File: config.mk
export PLATFORM = sky130hd
export DESIGN_NAME = btn_event_arbiter
export DESIGN_NICKNAME = d
export VERILOG_FILES = /design/src/rtl/btn_event_arbiter.sv
export SDC_FILE = /design/constraint.sdc
export NUM_CORES = 1
export LEC_CHECK = 0
export ABC_AREA = 1
export CORE_MARGIN = 2
export CORE_UTILIZATION = 62
export CTS_BUF_LIST = sky130_fd_sc_hd__clkbuf_4 sky130_fd_sc_hd__clkbuf_8
export DETAILED_ROUTE_END_ITERATION = 10
export GPL_TIMING_DRIVEN = 0
export MAX_ROUTING_LAYER = met4
export PLACE_DENSITY = 0.87
export SYNTH_ARGS = -nofsm -noshare
export SYNTH_HDL_FRONTEND = slang
export SYNTH_SLANG_ARGS = --single-unit
File: constraint.sdc
create_clock -name sysclk -period 4.97 [get_ports sysclk]
set_clock_uncertainty 0.15 [all_clocks]
set_input_delay 0.497 -clock sysclk [delete_from_list [all_inputs] [get_ports sysclk]]
set_output_delay 0.497 -clock sysclk [all_outputs]
set_load 0.02 [all_outputs]
File: src/rtl/btn_event_arbiter.sv
// Round-robin arbiter that queues single-cycle button press pulses as button
// indices in a small FIFO, presented to the consumer over valid/ready.
module btn_event_arbiter #(
    parameter int unsigned N_BTN = 4,
    parameter int unsigned ID_W  = 2,
    parameter int unsigned DEPTH = 4,
    parameter int unsigned CNT_W = 3
) (
    input  logic             sysclk,
    input  logic             reset,
    input  logic [N_BTN-1:0] btn_pulse,
    input  logic             evt_ready,
    input  logic             clr_err,
    output logic             evt_valid,
    output logic [ID_W-1:0]  evt_id,
    output logic [CNT_W-1:0] fifo_level,
    output logic             err_overrun,
    output logic             err_full
);

    localparam int unsigned PTR_W = CNT_W - 1;

    logic [N_BTN-1:0] pending;
    logic [ID_W-1:0]  rr_ptr;
    logic [ID_W-1:0]  mem [DEPTH];
    logic [PTR_W-1:0] wr_ptr;
    logic [PTR_W-1:0] rd_ptr;

    logic             fifo_full;
    logic             grant_ok;
    logic [ID_W-1:0]  grant_id;
    logic [N_BTN-1:0] grant_mask;
    logic             push;
    logic             pop;
    logic             overrun_evt;
    logic             full_evt;

    assign fifo_full = (fifo_level == CNT_W'(DEPTH));
    assign evt_valid = (fifo_level != '0);
    assign evt_id    = evt_valid ? mem[rd_ptr] : '0;
    assign push      = grant_ok;
    assign pop       = evt_valid & evt_ready;

    // Search upward from rr_ptr with wrap; first set pending bit wins.
    always_comb begin
        logic [ID_W:0] idx;
        grant_ok = 1'b0;
        grant_id = '0;
        idx      = '0;
        if (!fifo_full) begin
            for (int unsigned i = 0; i < N_BTN; i++) begin
                idx = {1'b0, rr_ptr} + (ID_W+1)'(i);
                if (idx >= (ID_W+1)'(N_BTN))
                    idx = idx - (ID_W+1)'(N_BTN);
                if (!grant_ok && pending[idx[ID_W-1:0]]) begin
                    grant_ok = 1'b1;
                    grant_id = idx[ID_W-1:0];
                end
            end
        end
    end

    assign grant_mask  = grant_ok ? (N_BTN'(1) << grant_id) : '0;
    assign overrun_evt = |(btn_pulse & pending & ~grant_mask);
    assign full_evt    = (|pending) & fifo_full;

    always_ff @(posedge sysclk or posedge reset) begin
        if (reset) begin
            pending     <= '0;
            rr_ptr      <= '0;
            wr_ptr      <= '0;
            rd_ptr      <= '0;
            fifo_level  <= '0;
            err_overrun <= 1'b0;
            err_full    <= 1'b0;
        end else begin
            // A pulse on the bit being granted re-arms it rather than being dropped.
            pending <= (pending & ~grant_mask) | btn_pulse;

            if (grant_ok) begin
                if (grant_id == ID_W'(N_BTN - 1))
                    rr_ptr <= '0;
                else
                    rr_ptr <= grant_id + 1'b1;
                wr_ptr <= wr_ptr + 1'b1;
            end

            if (pop)
                rd_ptr <= rd_ptr + 1'b1;

            case ({push, pop})
                2'b10:   fifo_level <= fifo_level + 1'b1;
                2'b01:   fifo_level <= fifo_level - 1'b1;
                default: fifo_level <= fifo_level;
            endcase

            if (overrun_evt)
                err_overrun <= 1'b1;
            else if (clr_err)
                err_overrun <= 1'b0;

            if (full_evt)
                err_full <= 1'b1;
            else if (clr_err)
                err_full <= 1'b0;
        end
    end

    always_ff @(posedge sysclk) begin
        if (push)
            mem[wr_ptr] <= grant_id;
    end

endmodule

==> results of run 1 <==
==> metrics by stage <==
stage               setup slack (ns)  instances
floorplan                      2.815        170
global placement               2.653        213
detailed placement             2.593        213
CTS                            2.488        217
global route                   2.432        217
finish                         2.480        217
==> area by class of cell <==
class / instances / area share
clock buffers: 3 / 0.01380
multi-input cells: 113 / 0.4049
well taps: 28 / 0.02147
inverters: 33 / 0.08052
repair buffers: 15 / 0.09202
flip-flops and latches: 23 / 0.3773
clock inverters: 1 / 0.003067
plain buffers: 1 / 0.006902
==> worst min-delay path by stage <==
| stage | startpoint | end | slack (ns) | depth (start not counted) |
|---|---|---|---|---|
| floorplan | reset | err_full | 0.25 | 1 |
| global placement | fifo_level[0] | fifo_level[0] | 0.35 | 1 |
| detailed placement | fifo_level[0] | fifo_level[0] | 0.36 | 1 |
| CTS | fifo_level[0] | fifo_level[0] | 0.38 | 1 |
| global route | fifo_level[0] | fifo_level[0] | 0.40 | 1 |
| finish | reset | fifo_level[2] | 0.37 | 2 |
==> worst max-delay path, delay by kind of cell, from the launching register on <==
| kind | cells | cell delay [ns] |
|---|---|---|
| buffers and inverters | 2 | 0.66 |
| flip-flops | 1 | 0.46 |
| AND/OR/NAND/NOR | 1 | 0.40 |
==> cells in the final DEF (no fill, tap or decap), drive strengths merged <==
cell type	n
xor2	2
clkinv	1
nor2	18
a21o	3
nand4	2
buf	1
nand3	14
fa	1
inv	33
edfxtp	8
dfrtp	15
ha	9
xnor2	2
a21oi	3
clkdlybuf4s50	15
clkbuf	3
o21ai	10
nor3	1
nand2	47
o21bai	1
==> sequential cells by signal, indices dropped and copies added (netlist names) <==
| signal | count |
|---|---|
| mem | 8 |
| pending | 4 |
| fifo_level | 3 |
| rd_ptr | 2 |
| rr_ptr | 2 |
| wr_ptr | 2 |
| err_full | 1 |
| err_overrun | 1 |
==> per-layer routing <==
| layer | wire [um] | GRT usage | part of all wire | vias up |
|---|---|---|---|---|
| li1 | - | - | - | 565 |
| met2 | 1376 | 0.4241 | 0.52 | 30 |
| met3 | 116 | 0.03448 | 0.044 | 5 |
| met1 | 1080 | 0.2762 | 0.41 | 531 |
| met5 | 0 | - | 0 | - |
| met4 | 49 | 0.1009 | 0.019 | 0 |
==> synthesized netlist by cell type (all sizes together), types with 2 or more instances <==
cell type,n,area (um^2)
xnor2,2,17.52
a21oi,3,15.01
dfrtp,15,375.4
a21o,3,22.52
xor2,2,17.52
nand2,47,219.0
nor2,18,75.07
ha,9,112.6
nand4,2,18.77
edfxtp,8,240.2
inv,33,131.4
o21ai,10,50.05
nand3,14,80.08
==> cell families (layout without fill, tap and decap cells) <==
family / Yosys count / in the layout / synth area share
simple gates: 82 / 82 / 0.2804
buf+inv: 34 / 53 / 0.1005
xor+xnor: 4 / 4 / 0.02470
compound gates: 17 / 17 / 0.06702
fa+ha+maj: 10 / 10 / 0.09348
flops: 23 / 23 / 0.4339
==> results.cfg, run 1 <==
[global_routing]
grt_max_degree = 16
grt_pass1_wl_um = 4705
overflow = 0
grtUsageTotal = 0.2419
antenna_found_initial = 0
first_global_vias = 1150

[detailed_routing]
drt-total-wl_um = 2623
drc_errors = 0
drt_iter0_drc = 22
first_pass_iters = 4
vias = 1131
avgRoutedWirePerCell_um = 12.09
avgViaCountPerCell = 5.212
ant_nets = 0

[clock_tree]
insertion_delay_ns = 0.32
cts_resized = 0
cts_tree = done
root_buffer = clkbuf_4
cts.clk_slew.worst_paths_ns = 0.13
cts_inserted_buffers = 3
htree_levels = 1
hold_buffers = 0
clkSinkCount = 23
cts_setup_buffers = 0
clk_path_buf_depth = 2

[sta]
fin_crit_ns = 2.490
slew_violations = 0
finalSetupViolations = 0
slew_headroom = 0.6153
worst_pin_slew_ns = 0.5764
hold_viol = 0
whs_ns = 0.3694
period_share = 0.5010
max_freq_ghz = 0.4016
rsz0062_at_grt = no
setup-tns-final_ns = 0

[placed_design]
port_buffers = 15
routabilityCongestion = 0.9139
placed_area_um2 = 1604
post-dp-hpwl_um = 2111

[synthesis]
yosysWarnings = 0
ys_seq_elements = 23
synth-edff-count = 8
ys_async_sr_fraction = 0.6522
synth_cell_type_count = 25
syn_nets = 188
seq_area_frac_synth = 0.4339
syn_area_um2 = 1419
avgSynthCellArea_um2 = 8.346
syn_inst = 170
synthFlopType = dfrtp_1

[cells_and_area]
post-route-util = 0.7447
multiInputGateArea_um2 = 660.6
fillCellCount = 152
design.final.nets = 208
drive_gt1_frac = 0.1481
area_growth_pct = 14.99
antenna_cells = 0
postLayoutCellArea_um2 = 1632
seqCellArea_um2 = 615.6

[floorplan]
boundaryPins = 16
start_util = 0.6476
die_x_um = 51.84
core-area_um2 = 2191
rows = 17
die_h_um = 51.84
die_area_um2 = 2687

[worst_setup_path]
slowest_stage = clkdlybuf4s50_1
r2r_cells = 8
start_kind = register
path_cells = nor3_1, inv_1, clkdlybuf4s50_1
criticalPathCategory = register to output port
crit_start = fifo_level[2]
path_max_fanout = 5
r2r_slack_ns = 2.79
crit_arrival_ns = 1.84
end_kind = output port
reg2reg_from = fifo_level[2]
crit_required_ns = 4.32
critPathCapture = evt_valid
cpPeakStageDelay_ns = 0.55
reg2reg_to = fifo_level[1]

[job]
drv_cap = 0

[min_path]
hold_path.class = input port to asynchronous set/reset pin

[status]
outcome = completed
Power of run 1 is left out: the tool's default activity adds up to more than one toggle a clock period on the data nets, which glitch-free logic cannot reach.
==> run 2: changes to the inputs <==
- CORE_UTILIZATION: 62 -> 52
- PLACE_DENSITY: 0.87 -> 0.78
- clock period: 4.97 -> 2.2 ns (I/O delays scaled with it)
==> run 2 against run 1 <==
Register-to-register slack worse by 2.7 ns. Global-route usage fell by 6.0 points. Utilization fell by 7.9 points. Critical endpoint is now err_overrun. Flip-flop and latch count did not move.
==> results.cfg, run 2 (synthesis gave the netlist of run 1 again) <==
[cells_and_area]
final_common_cell = nand2_1
largestRegisters = mem (8), pending (4), fifo_level (3)
largest_reg_flops = 8
antenna_cells = 0
fillCellCount = 221
regMostFlops = mem
design.final.nets = 211
seqCellArea_um2 = 616.8
final_cell_mix = nand2_1, inv_1, nor2_1
area_growth_pct = 18.43
multiInputGateArea_um2 = 673.1
instances_no_fill = 222
drive_gt1_frac = 0.1823

[worst_setup_path]
path_cells = buf_6, inv_6, nand2_2, nand3_1, nand2_2, nor2_4, nand3_1, nand3_1, nand2_2, buf_4, ha_1, nand2_1, nand3_1, nand2_1, inv_1, nand2_1
reg2reg_from = rr_ptr[0]
start_kind = register
path_max_fanout = 9
crit_family = simple AND/OR/NAND/NOR gates
end_kind = register
slowest_stage = dfrtp_1
crit_top_cell = nand3_1
crit_required_ns = 2.31
crit_start = rr_ptr[0]
crit_arrival_ns = 2.20
criticalPathCategory = register to register
cpPeakStageDelay_ns = 0.39
path_buf_inv = 4

[clock_tree]
cts_inserted_buffers = 3
cts.clk_slew.worst_paths_ns = 0.13
insertion_delay_ns = 0.31
root_buffer = clkbuf_4
cts_tree = done
htree_levels = 1
clkSinkCount = 23
clk_path_buf_depth = 2

[min_path]
hold_path.class = input port to asynchronous set/reset pin

[floorplan]
die_x_um = 56.24
die_area_um2 = 3162
core-area_um2 = 2522
boundaryPins = 16
start_util = 0.5625
die_h_um = 56.24
rows = 18

[sta]
worst_pin_slew_ns = 0.5856
hold_viol = 0
finalSetupViolations = 0
period_share = 0.9504
max_freq_ghz = 0.4783
slew_headroom = 0.6092
fin_ws_ns = 0.1091
slew_violations = 0
rsz0062_at_grt = yes
fin_crit_ns = 2.091

[detailed_routing]
dr_wl_met2_um = 1363
drt-total-wl_um = 2569
drc_errors = 0
highest_layer = met4
met1_length_um = 1069
drt_iter0_drc = 30
avgViaCountPerCell = 5.027
first_pass_iters = 4
avgRoutedWirePerCell_um = 11.57
vias = 1116
wl_met3_um = 125
ant_nets = 0

[global_routing]
antenna_found_initial = 0
grt_max_degree = 16
overflow = 0
first_global_vias = 1090
grtUsageTotal = 0.1819
grt_pass1_wl_um = 4505

[placed_design]
post-dp-hpwl_um = 2051
routabilityCongestion = 0.8500
dp_cells = 215
dp_slack_ns = 0.02523
port_buffers = 15

[job]
drv_cap = 0

[status]
outcome = completed
## run 2: timing repair
action	in CTS	in global routing
gates cloned	0	0
pin swaps	0	5
endpoints found under the setup margin	1	6
hold buffers	0	0
resized for setup	1	8
buffers inserted	0	3
## run 2: area by class of cell
cell class / count / share of cell area
Multi-Input combinational cell: 113 / 0.4006
Sequential cell: 23 / 0.3671
Timing Repair Buffer: 18 / 0.1057
Inverter: 33 / 0.08116
Tap cell: 30 / 0.02234
Clock buffer: 3 / 0.01340
Buffer: 1 / 0.006701
Clock inverter: 1 / 0.002978
## run 2: worst paths after layout
path,endpoint,slack [ns],cells after the start
worst max-delay path,err_overrun,0.11,16
worst min-delay path,rd_ptr[1],0.11,2
worst max register to register,err_overrun,0.11,16
worst min register to register,rd_ptr[1],0.38,1
max in group asynchronous,rd_ptr[0],1.38,2
min in group sysclk,pending[0],0.34,2
## run 2: metrics by stage
step	util	hold slack [ns]	TNS [ns]	area (um^2)
after floorplan	-	-0.02852	0	1419
after CTS	0.6488	0.1329	0	1637
after global placement	0.6369	0.3467	0	1607
after global routing	0.6662	0.1619	-0.06563	1680
final	0.6662	0.1133	0	1680
after detailed placement	0.6369	0.3634	0	1607
## run 2: per-layer routing
metal,track usage,vias up
met1,0.1979,515
met2,0.3328,28
met4,0.04082,0
li1,-,571
met3,0.04419,2
met5,-,-
## run 2: worst register-to-register path: cells and delay by family (launching register included)
kind	cells	cell delay (ns)
AND/OR/NAND/NOR	11	0.93
buffers and inverters	4	0.40
flip-flops	1	0.39
adder cells (fa/ha/maj)	1	0.17
Power of run 2 is left out for the same reason.
==> run 3: changes to the inputs <==
--- a/config.mk
+++ b/config.mk
@@ -8,2 +8,3 @@
 export ABC_AREA = 1
+export CORE_ASPECT_RATIO = 1.5
 export CORE_MARGIN = 2
--- a/constraint.sdc
+++ b/constraint.sdc
@@ -4,2 +4,2 @@
 set_output_delay 0.22 -clock sysclk [all_outputs]
-set_load 0.02 [all_outputs]
+set_load 0.01 [all_outputs]
==> run 3 against run 2 <==
Sequential share of layout area down 0.43 points. Critical path depth shrank 8. Fmax is 1.3% higher. Register-to-register slack better by 0.03 ns. Non-clock buffer count down 1. Largest cell class unchanged. Die area increased by 0.27%. Count of clock-buffer cells in the layout up 1. Setup slack improved by 0.027 ns. Global-route usage grew 0.49 points. Flip-flop and latch count did not move. Utilization shrank 2.5 points. First-iteration DRC count fell by 33%.
==> results.cfg, run 3 (synthesis gave the netlist of run 1 again) <==
[sta]
worst_pin_slew_ns = 0.5998
finalSetupViolations = 0
rsz0062_at_grt = yes
fin_crit_ns = 2.064
slew_violations = 0
hold_viol = 0
period_share = 0.9383
max_freq_ghz = 0.4845
slew_headroom = 0.5997

[cells_and_area]
antenna_cells = 0
drive_gt1_frac = 0.1780
final_cell_mix = nand2_1, inv_1, nor2_1
design.final.nets = 210
final_common_cell = nand2_1
largest_reg_flops = 8
instances_no_fill = 228
regMostFlops = mem
area_growth_pct = 19.58
largestRegisters = mem (8), pending (4), fifo_level (3)

[worst_setup_path]
start_kind = register
crit_family = adder cells
path_buf_inv = 3
crit_required_ns = 2.23
path_max_fanout = 5
r2r_slack_ns = 0.14
crit_arrival_ns = 2.09
crit_top_cell = inv_1
r2r_cells = 8
cpPeakStageDelay_ns = 0.46
cp.depth = 8
end_kind = register
slowest_stage = dfrtp_1
path_cells = nor3_2, inv_1, nand2_1, inv_1, ha_1, inv_1, fa_1, o21ai_0
criticalPathCategory = register to register

[power_and_ir_drop]
p_comb_frac = 0.609
leakagePower_nw = 0.8602
p_seq_frac = 0.302
powerDensity_nw_per_um2 = 1764
p_switching_mw = 1.382
p_int_mw = 1.610
ir_worst_vdd_v = 0.001087
clock_power_share = 0.089
switching_share = 0.4618
p_total_mw = 2.992

[floorplan]
rows = 23
die_area_um2 = 3171
core-area_um2 = 2648
die_x_um = 46.65
die_h_um = 67.98
start_util = 0.5359
boundaryPins = 16

[clock_tree]
clk_path_buf_depth = 2
root_buffer = clkbuf_8
htree_levels = 1
cts.clk_slew.worst_paths_ns = 0.08
insertion_delay_ns = 0.26
cts_inserted_buffers = 3
clkSinkCount = 23
cts_tree = done
hold_buffers = 0

[detailed_routing]
avgRoutedWirePerCell_um = 11.45
drt-total-wl_um = 2610
vias = 1083
avgViaCountPerCell = 4.750
first_pass_iters = 4
drt_iter0_drc = 20
ant_nets = 0
drc_errors = 0

[global_routing]
overflow = 0
grt_pass1_wl_um = 4202
antenna_found_initial = 0
grtUsageTotal = 0.1868
first_global_vias = 1048
grt_max_degree = 16

[status]
outcome = completed

[min_path]
hold_path.class = input port to asynchronous set/reset pin

[placed_design]
routabilityCongestion = 0.8526
dp_cells = 222
port_buffers = 15
post-dp-hpwl_um = 2063

[job]
drv_cap = 0
[run 3: cell count changes in the layout (fill, tap and decap cells not counted), sizes merged]
cell / change
clkdlybuf4s50: +2
dlymetal6s2s: -2
buf: -1
clkbuf: +1
clkinv: -1
[run 3: cell type report]
| cell class | count | area, um^2 |
|---|---|---|
| multi-input combinational | 113 | 673.1 |
| timing repair buffer | 17 | 165.2 |
| clock buffer | 4 | 48.80 |
| sequential | 23 | 615.6 |
| inverter | 33 | 136.4 |
| buffer | 1 | 11.26 |
| tap | 37 | 46.29 |
| fill | 222 | 950.9 |
[run 3: worst register-to-register path, cell delays in order (launching register included)]
cell,delay (ns)
dfrtp_1,0.46
nor3_2,0.30
inv_1,0.08
nand2_1,0.08
inv_1,0.06
ha_1,0.17
inv_1,0.10
fa_1,0.43
o21ai_0,0.15
[run 3: final timing paths]
kind                          startpoint            end
setup reg to reg           fifo_level[2]  fifo_level[1]
hold reg to reg                rd_ptr[1]      rd_ptr[1]
hold / removal                     reset      rd_ptr[1]
max in group asynchronous          reset    err_overrun
min in group sysclk            rd_ptr[1]      rd_ptr[1]
setup / recovery           fifo_level[2]  fifo_level[1]
[run 3: per-layer routing]
metal | wire [um] | GRT usage | share of wire
met1 | 1049 | 0.1990 | 0.40
met3 | 37 | 0.01583 | 0.014
met5 | 0 | - | 0
met4 | 31 | 0.07292 | 0.012
met2 | 1491 | 0.3438 | 0.57
[run 3: metrics by stage]
stage	hold WS [ns]	cell area (um^2)	setup WS (ns)	setup TNS, ns	utilization
2_1_floorplan	-0.02852	1419	0.1955	0	-
3_3_place_gp	0.3565	1615	0.1092	0	0.6101
3_5_place_dp	0.3688	1615	0.04297	0	0.6101
4_1_cts	0.1923	1664	0.02669	0	0.6285
5_1_grt	0.2258	1697	-0.03257	-0.03257	0.6408
6_report	0.1821	1697	0.1358	0	0.6408
[run 3: timing repair]
| item | in CTS | in global routing |
|---|---|---|
| endpoints found under the hold margin | 0 | 0 |
| gates resized for setup | 0 | 6 |
| buffers inserted | 0 | 2 |
| setup endpoints to repair | 0 | 3 |
[run 3: power groups by stage]
stage               Combinational (mW)  Clock (mW)  Sequential, mW
floorplan                         1.28           0           0.886
global placement                  1.69           0           0.890
detailed placement                1.76           0           0.901
CTS                               1.77       0.273           0.892
global route                      2.07       0.293           0.920
finish                            1.82       0.265           0.904
(Power assumes the default switching activity.)
